$ cat src/rtl/dsp_tx_pkg.sv
// Shared types, register map and helpers for the TX interpolating DSP path.
package dsp_tx_pkg;

    localparam int unsigned SAMPLE_W   = 16;
    localparam int unsigned SET_ADDR_W = 8;
    localparam int unsigned SET_DATA_W = 32;
    localparam int unsigned RATE_W     = 8;
    localparam int unsigned SHIFT_W    = 4;

    localparam logic [SET_ADDR_W-1:0] REG_PHASE_INC = 8'd0;
    localparam logic [SET_ADDR_W-1:0] REG_SCALE     = 8'd1;
    localparam logic [SET_ADDR_W-1:0] REG_RATE      = 8'd2;

    localparam logic [SAMPLE_W-1:0] SCALE_UNITY = 16'h4000;

    // One I/Q sample as carried on the TX buffer bus.
    typedef struct packed {
        logic [SAMPLE_W-1:0] i;
        logic [SAMPLE_W-1:0] q;
    } iq_sample_t;

    // Ceil(log2(rate)); rates 0 and 1 both mean no interpolation.
    function automatic logic [SHIFT_W-1:0] clog2_rate(input logic [RATE_W-1:0] rate);
        logic [SHIFT_W-1:0] s;
        s = '0;
        for (int k = 0; k < 8; k++) begin
            if ((9'd1 << k) < {1'b0, rate}) begin
                s = SHIFT_W'(k + 1);
            end
        end
        return s;
    endfunction

endpackage

$ cat src/rtl/tx_cic_interp.sv
// One channel of the 2-stage CIC interpolator: slow-rate combs, zero-stuff,
// full-rate integrators, normalising shift with 16-bit saturation.
module tx_cic_interp
    import dsp_tx_pkg::*;
#(
    parameter int unsigned WIDTH_INT = 32
) (
    input  logic                       clk,
    input  logic                       rst_n,
    input  logic                       clr,
    input  logic                       en,
    input  logic signed [SAMPLE_W-1:0] din,
    input  logic [SHIFT_W-1:0]         shift,
    output logic signed [SAMPLE_W-1:0] dout_c
);

    logic signed [WIDTH_INT-1:0] din_ext;
    logic signed [WIDTH_INT-1:0] x_prev_q,  x_prev_d;
    logic signed [WIDTH_INT-1:0] comb1_q,   comb1_d;
    logic signed [WIDTH_INT-1:0] c1_prev_q, c1_prev_d;
    logic signed [WIDTH_INT-1:0] comb2_q,   comb2_d;
    logic signed [WIDTH_INT-1:0] integ1_q,  integ1_d;
    logic signed [WIDTH_INT-1:0] integ2_q,  integ2_d;
    logic                        en2_q,     en2_d;
    logic signed [WIDTH_INT-1:0] shifted;

    assign din_ext = {{(WIDTH_INT-SAMPLE_W){din[SAMPLE_W-1]}}, din};

    // Combs fire once per input sample and emit zero otherwise (zero-stuffing);
    // integrators accumulate every cycle and wrap freely.
    always_comb begin
        x_prev_d  = x_prev_q;
        c1_prev_d = c1_prev_q;
        comb1_d   = '0;
        comb2_d   = '0;
        en2_d     = en;
        integ1_d  = integ1_q + comb2_q;
        integ2_d  = integ2_q + integ1_q;
        if (en) begin
            comb1_d  = din_ext - x_prev_q;
            x_prev_d = din_ext;
        end
        if (en2_q) begin
            comb2_d   = comb1_q - c1_prev_q;
            c1_prev_d = comb1_q;
        end
        if (clr) begin
            x_prev_d  = '0;
            c1_prev_d = '0;
            comb1_d   = '0;
            comb2_d   = '0;
            en2_d     = 1'b0;
            integ1_d  = '0;
            integ2_d  = '0;
        end
    end

    // Pipeline state registers.
    always_ff @(posedge clk or negedge rst_n) begin
        if (!rst_n) begin
            x_prev_q  <= '0;
            c1_prev_q <= '0;
            comb1_q   <= '0;
            comb2_q   <= '0;
            en2_q     <= 1'b0;
            integ1_q  <= '0;
            integ2_q  <= '0;
        end else begin
            x_prev_q  <= x_prev_d;
            c1_prev_q <= c1_prev_d;
            comb1_q   <= comb1_d;
            comb2_q   <= comb2_d;
            en2_q     <= en2_d;
            integ1_q  <= integ1_d;
            integ2_q  <= integ2_d;
        end
    end

    // Remove the CIC gain of R, then clamp into the 16-bit sample range.
    always_comb begin
        shifted = integ2_q >>> shift;
        if ((&shifted[WIDTH_INT-1:SAMPLE_W-1]) || (~|shifted[WIDTH_INT-1:SAMPLE_W-1])) begin
            dout_c = shifted[SAMPLE_W-1:0];
        end else begin
            dout_c = shifted[WIDTH_INT-1] ? 16'sh8000 : 16'sh7FFF;
        end
    end

endmodule

$ cat src/rtl/dsp_tx_interp.sv
// TX DSP core: settings registers, sample strober, NCO, two CIC channels and
// the per-channel scale/saturate stage feeding the DAC.
module dsp_tx_interp
    import dsp_tx_pkg::*;
#(
    parameter logic [SET_ADDR_W-1:0] BASE      = 8'd176,
    parameter int unsigned           WIDTH_INT = 32
) (
    input  logic                  clk,
    input  logic                  rst_n,
    input  logic                  set_stb,
    input  logic [SET_ADDR_W-1:0] set_addr,
    input  logic [SET_DATA_W-1:0] set_data,
    input  logic [31:0]           sample,
    input  logic                  sample_valid,
    output logic                  strobe,
    input  logic                  run,
    output logic [SAMPLE_W-1:0]   dac_i,
    output logic [SAMPLE_W-1:0]   dac_q,
    output logic [23:0]           phase,
    output logic                  underrun
);

    logic [31:0]         phase_inc_q, phase_inc_d;
    logic [SAMPLE_W-1:0] scale_i_q,   scale_i_d;
    logic [SAMPLE_W-1:0] scale_q_q,   scale_q_d;
    logic [RATE_W-1:0]   rate_q,      rate_d;
    logic [RATE_W-1:0]   cnt_q,       cnt_d;
    logic [RATE_W-1:0]   reload;
    logic [31:0]         phase_acc_q, phase_acc_d;
    iq_sample_t          in_reg_q,    in_reg_d;
    logic                strb_d1_q,   strb_d1_d;
    logic                underrun_q,  underrun_d;
    logic [SAMPLE_W-1:0] dac_i_q,     dac_i_d;
    logic [SAMPLE_W-1:0] dac_q_q,     dac_q_d;
    logic [SHIFT_W-1:0]  shift;
    logic signed [SAMPLE_W-1:0] cic_i, cic_q;

    // Signed sample times unsigned Q2.14 gain, clamped to 16 bits.
    function automatic logic [SAMPLE_W-1:0] scale_sat(input logic signed [SAMPLE_W-1:0] x,
                                                      input logic [SAMPLE_W-1:0] k);
        logic signed [32:0] p;
        p = 33'(x) * $signed({17'b0, k});
        if ((p[32:29] == 4'b0000) || (p[32:29] == 4'b1111)) begin
            return p[29:14];
        end
        return p[32] ? 16'h8000 : 16'h7FFF;
    endfunction

    // A sample is consumed whenever the running down-counter sits at zero.
    assign strobe   = run & rst_n & (cnt_q == '0);
    assign shift    = clog2_rate(rate_q);
    assign dac_i    = dac_i_q;
    assign dac_q    = dac_q_q;
    assign phase    = phase_acc_q[31:8];
    assign underrun = underrun_q;

    // Next-state for settings, strober, NCO, capture and scale stage.
    always_comb begin
        phase_inc_d = phase_inc_q;
        scale_i_d   = scale_i_q;
        scale_q_d   = scale_q_q;
        rate_d      = rate_q;
        in_reg_d    = in_reg_q;
        strb_d1_d   = strobe;
        underrun_d  = underrun_q;
        if (set_stb) begin
            if (set_addr == BASE + REG_PHASE_INC) begin
                phase_inc_d = set_data;
            end
            if (set_addr == BASE + REG_SCALE) begin
                scale_i_d = set_data[31:16];
                scale_q_d = set_data[15:0];
            end
            if (set_addr == BASE + REG_RATE) begin
                rate_d = set_data[RATE_W-1:0];
            end
        end
        // Reload sees a same-cycle rate write so it applies from this strobe on.
        reload      = (rate_d <= 8'd1) ? 8'd0 : rate_d - 8'd1;
        cnt_d       = strobe ? reload : cnt_q - 8'd1;
        phase_acc_d = phase_acc_q + phase_inc_q;
        if (strobe) begin
            in_reg_d = sample_valid ? iq_sample_t'(sample) : '0;
            if (!sample_valid) begin
                underrun_d = 1'b1;
            end
        end
        dac_i_d = scale_sat(cic_i, scale_i_q);
        dac_q_d = scale_sat(cic_q, scale_q_q);
        if (!run) begin
            cnt_d       = '0;
            phase_acc_d = '0;
            in_reg_d    = '0;
            strb_d1_d   = 1'b0;
            underrun_d  = 1'b0;
            dac_i_d     = '0;
            dac_q_d     = '0;
        end
    end

    // State registers.
    always_ff @(posedge clk or negedge rst_n) begin
        if (!rst_n) begin
            phase_inc_q <= '0;
            scale_i_q   <= '0;
            scale_q_q   <= '0;
            rate_q      <= '0;
            cnt_q       <= '0;
            phase_acc_q <= '0;
            in_reg_q    <= '0;
            strb_d1_q   <= 1'b0;
            underrun_q  <= 1'b0;
            dac_i_q     <= '0;
            dac_q_q     <= '0;
        end else begin
            phase_inc_q <= phase_inc_d;
            scale_i_q   <= scale_i_d;
            scale_q_q   <= scale_q_d;
            rate_q      <= rate_d;
            cnt_q       <= cnt_d;
            phase_acc_q <= phase_acc_d;
            in_reg_q    <= in_reg_d;
            strb_d1_q   <= strb_d1_d;
            underrun_q  <= underrun_d;
            dac_i_q     <= dac_i_d;
            dac_q_q     <= dac_q_d;
        end
    end

    tx_cic_interp #(.WIDTH_INT(WIDTH_INT)) u_cic_i (
        .clk    (clk),
        .rst_n  (rst_n),
        .clr    (~run),
        .en     (strb_d1_q),
        .din    ($signed(in_reg_q.i)),
        .shift  (shift),
        .dout_c (cic_i)
    );

    tx_cic_interp #(.WIDTH_INT(WIDTH_INT)) u_cic_q (
        .clk    (clk),
        .rst_n  (rst_n),
        .clr    (~run),
        .en     (strb_d1_q),
        .din    ($signed(in_reg_q.q)),
        .shift  (shift),
        .dout_c (cic_q)
    );

endmodule

$ cat config.mk
export PLATFORM = sky130hd
export DESIGN_NAME = dsp_tx_interp
export DESIGN_NICKNAME = d
export VERILOG_FILES = /design/src/rtl/dsp_tx_pkg.sv /design/src/rtl/tx_cic_interp.sv /design/src/rtl/dsp_tx_interp.sv
export SDC_FILE = /design/constraint.sdc
export NUM_CORES = 2
export LEC_CHECK = 0
export ABC_AREA = 1
export CAP_MARGIN = 25
export CORE_UTILIZATION = 25
export CTS_CLUSTER_DIAMETER = 150
export DETAILED_ROUTE_END_ITERATION = 10
export PLACE_DENSITY_LB_ADDON = 0.15
export SLEW_MARGIN = 20
export SYNTH_ARGS = -nofsm -noshare
export SYNTH_HDL_FRONTEND = slang
export SYNTH_SLANG_ARGS = --single-unit
$ cat constraint.sdc
create_clock -name clk -period 12.3 [get_ports clk]
set_input_delay 1.845 -clock clk [delete_from_list [all_inputs] [get_ports clk]]
set_output_delay 1.845 -clock clk [all_outputs]
set_load 0.005 [all_outputs]
==> flow_summary.ini <==
[logic_synthesis]
yosysMostFrequentCell = nand2_1
synth_ff_type = dfrtp_1
synth_area_per_cell_um2 = 7.87
synth_commonest_cells = nand2_1, inv_1, nor2_1, dfrtp_1, ha_1
yosys_warnings = 0
synth_cell_types = 59
yosysTopAreaCell = dfrtp_1
synth_area_um2 = 49100
syn-instance-count = 6240
ys_ff_latch = 531
synthesis.nets = 7204
async_flop_share = 1.00
synth.area.top_cells = dfrtp_1, fa_1, ha_1
synth-seq-area-share = 0.271
synth_top_area_frac = 0.271
synth_enable_flop_cells = 0

[critical_path]
crit_top_cell = nand2_1
path_buf_inv = 13
cp_max_fo = 42
cp_slowest_cell = o21ai_0
cp-start-kind = flop
end_kind = flop
crit_family = adder cells
cp.arrival_ns = 11.22
cp_slowest_stage_delay_ns = 0.64
cp.required_ns = 12.88
path_class = reg2reg

[sta]
tightest_slew_ns = 1.04
hold_viol = 0
fmax_mhz = 94.0
finalCritPeriodShare = 0.865
tns_ns = 0
rsz0062_at_grt = false
period_minus_slack_ns = 10.63
slew_violations = 0
maxSlewHeadroom = 0.307
finalSetupViolations = 0
finalHoldWorstSlack_ns = 0.467
skew_ns = 0.0459

[clock_tree]
cts_buffer_depth = 3
cts.htree.levels = 3
post_cts_buffers = 0
cts.clk_slew.worst_paths_ns = 0.06
cts_tree = done
root_buffer = clkbuf_16
clk_latency_ns = 0.71
cts_inserted_buffers = 72
hold_buffers = 0
cts_resized = 0
cts.sinks = 531

[routing]
wirelength_mm = 150
drt_iter0_drc = 2398
drc_errors = 0
firstDrtPassIters = 6
ant_nets = 0
viasPerCell = 4.51
vias = 40289
wl_per_cell_um = 16.8

[power]
pwr-share-seq = 0.297
vdd_drop_max_mv = 0.0878
power.density_nw_per_um2 = 114
p_leak_nw = 27.8
switchingPower_mw = 2.44
pwr-share-comb = 0.346
clkPwrFrac = 0.356
p_sw_frac = 0.384
p_int_mw = 3.91

[place]
hpwl_mm = 116
io_buffers = 134
gp_congestion = 0.864

[grt]
antenna_found_initial = 1
grt_overflow_total = 0
grt_start_max_net_pins = 141
grt_pass1_wl_mm = 240
first_global_vias = 41512
groute.usage.overall = 0.153

[cells_and_area]
fillers = 21298
drive_above_1_share = 0.0356
antenna_cells = 0
fin_nets = 7223
area_growth_pct = 13.2
final_core_util = 0.285

[floorplan]
core-area_um2 = 195000
dieHeight_um = 445
die_x_um = 445
row_count = 162
start_util = 0.252
ios = 135
dieArea_um2 = 198000

[flow_run]
cap_violations = 0

[run_status]
status = complete, no violations

[hold_path]
min_path_type = reg2reg
## flip-flops by register name, indices dropped and copies added (netlist names), 32 cells and up
name,cells
in_reg_q,32
phase_acc_q,32
phase_inc_q,32
u_cic_i.c1_prev_q,32
u_cic_i.comb1_q,32
u_cic_i.comb2_q,32
u_cic_i.integ1_q,32
u_cic_i.integ2_q,32
u_cic_q.c1_prev_q,32
u_cic_q.comb1_q,32
u_cic_q.comb2_q,32
u_cic_q.integ1_q,32
u_cic_q.integ2_q,32
## metrics by stage
stage                     setup WS [ns]  cells  total power [mW]  instance area, um^2
final                              1.67   8939              6.34                55600
after global routing              0.679   8939              6.80                55600
after CTS                          1.65   8938              6.50                55600
after detailed placement           1.72   8808              4.13                53000
after global placement             1.68   8808              4.15                53000
after floorplan                    3.72   6240              3.31                49100
## power by group through the flow
stage | logic (mW) | clock network (mW) | registers (mW)
final | 2.20 | 2.26 | 1.89
after global routing | 2.49 | 2.41 | 1.90
after CTS | 2.24 | 2.37 | 1.89
after detailed placement | 2.22 | 0 | 1.92
after global placement | 2.23 | 0 | 1.92
after floorplan | 1.42 | 0 | 1.89
## worst paths after layout
check,slack [ns],from,endpoint,cells after the start
min in group asynchronous,1.03,rst_n,phase_acc_q[30]$_DFF_PN0_,1
max,1.67,rate_q[6]$_DFF_PN0_,dac_i[0]$_DFF_PN0_,50
min,0.47,cnt_q[0]$_DFF_PN0_,cnt_q[0]$_DFF_PN0_,1
min reg2reg,0.47,cnt_q[0]$_DFF_PN0_,cnt_q[0]$_DFF_PN0_,1
max reg2reg,1.67,rate_q[6]$_DFF_PN0_,dac_i[0]$_DFF_PN0_,50
max in group asynchronous,9.05,rst_n,u_cic_q.en2_q$_DFF_PN0_,3
## cell type report
cell class,count,area (um^2),area share
Sequential cell,531,13300,0.239
Timing Repair Buffer,176,1700,0.0306
Tap cell,2624,3280,0.0591
Multi-Input combinational cell,4420,30800,0.554
Clock buffer,106,2070,0.0373
Inverter,1058,3970,0.0715
Clock inverter,24,458,0.00824
## kinds of logic after synthesis
family | count (synthesis) | share of synthesized area
flip-flops | 531 | 0.271
AND/OR/NAND/NOR | 2266 | 0.192
AO/OA/AOI/OAI | 1181 | 0.133
XOR/XNOR | 82 | 0.0146
adder cells (fa/ha/maj) | 887 | 0.287
buffers and inverters | 1289 | 0.103
multiplexers | 4 | 0.000841
## metal layers
metal  vias to the layer above  GRT usage  share of wire
li1                      20046          -              -
met1                     19438      0.209           0.48
met2                       649      0.252           0.46
met3                       156     0.0199          0.036
met4                         0     0.0451          0.027
met5                         -          0              0
## cell usage in the layout, fill, tap and decap left out, drive strengths merged, types with 17 or more instances in the layout
cell type,netlist,routed
a21boi,17,17
a21oi,490,490
a31oi,23,23
buf,84,44
clkbuf,147,106
clkdlybuf4s50,0,132
clkinv,17,28
dfrtp,531,531
fa,397,397
ha,490,490
inv,1041,1045
nand2,1069,1069
nand3,351,351
nor2,713,713
nor3,48,48
nor3b,37,37
o21a,61,61
o21ai,443,443
o21bai,32,32
o22ai,41,41
o31ai,19,19
xnor2,22,22
xor2,60,60
Power figures use the tool's default switching activity.
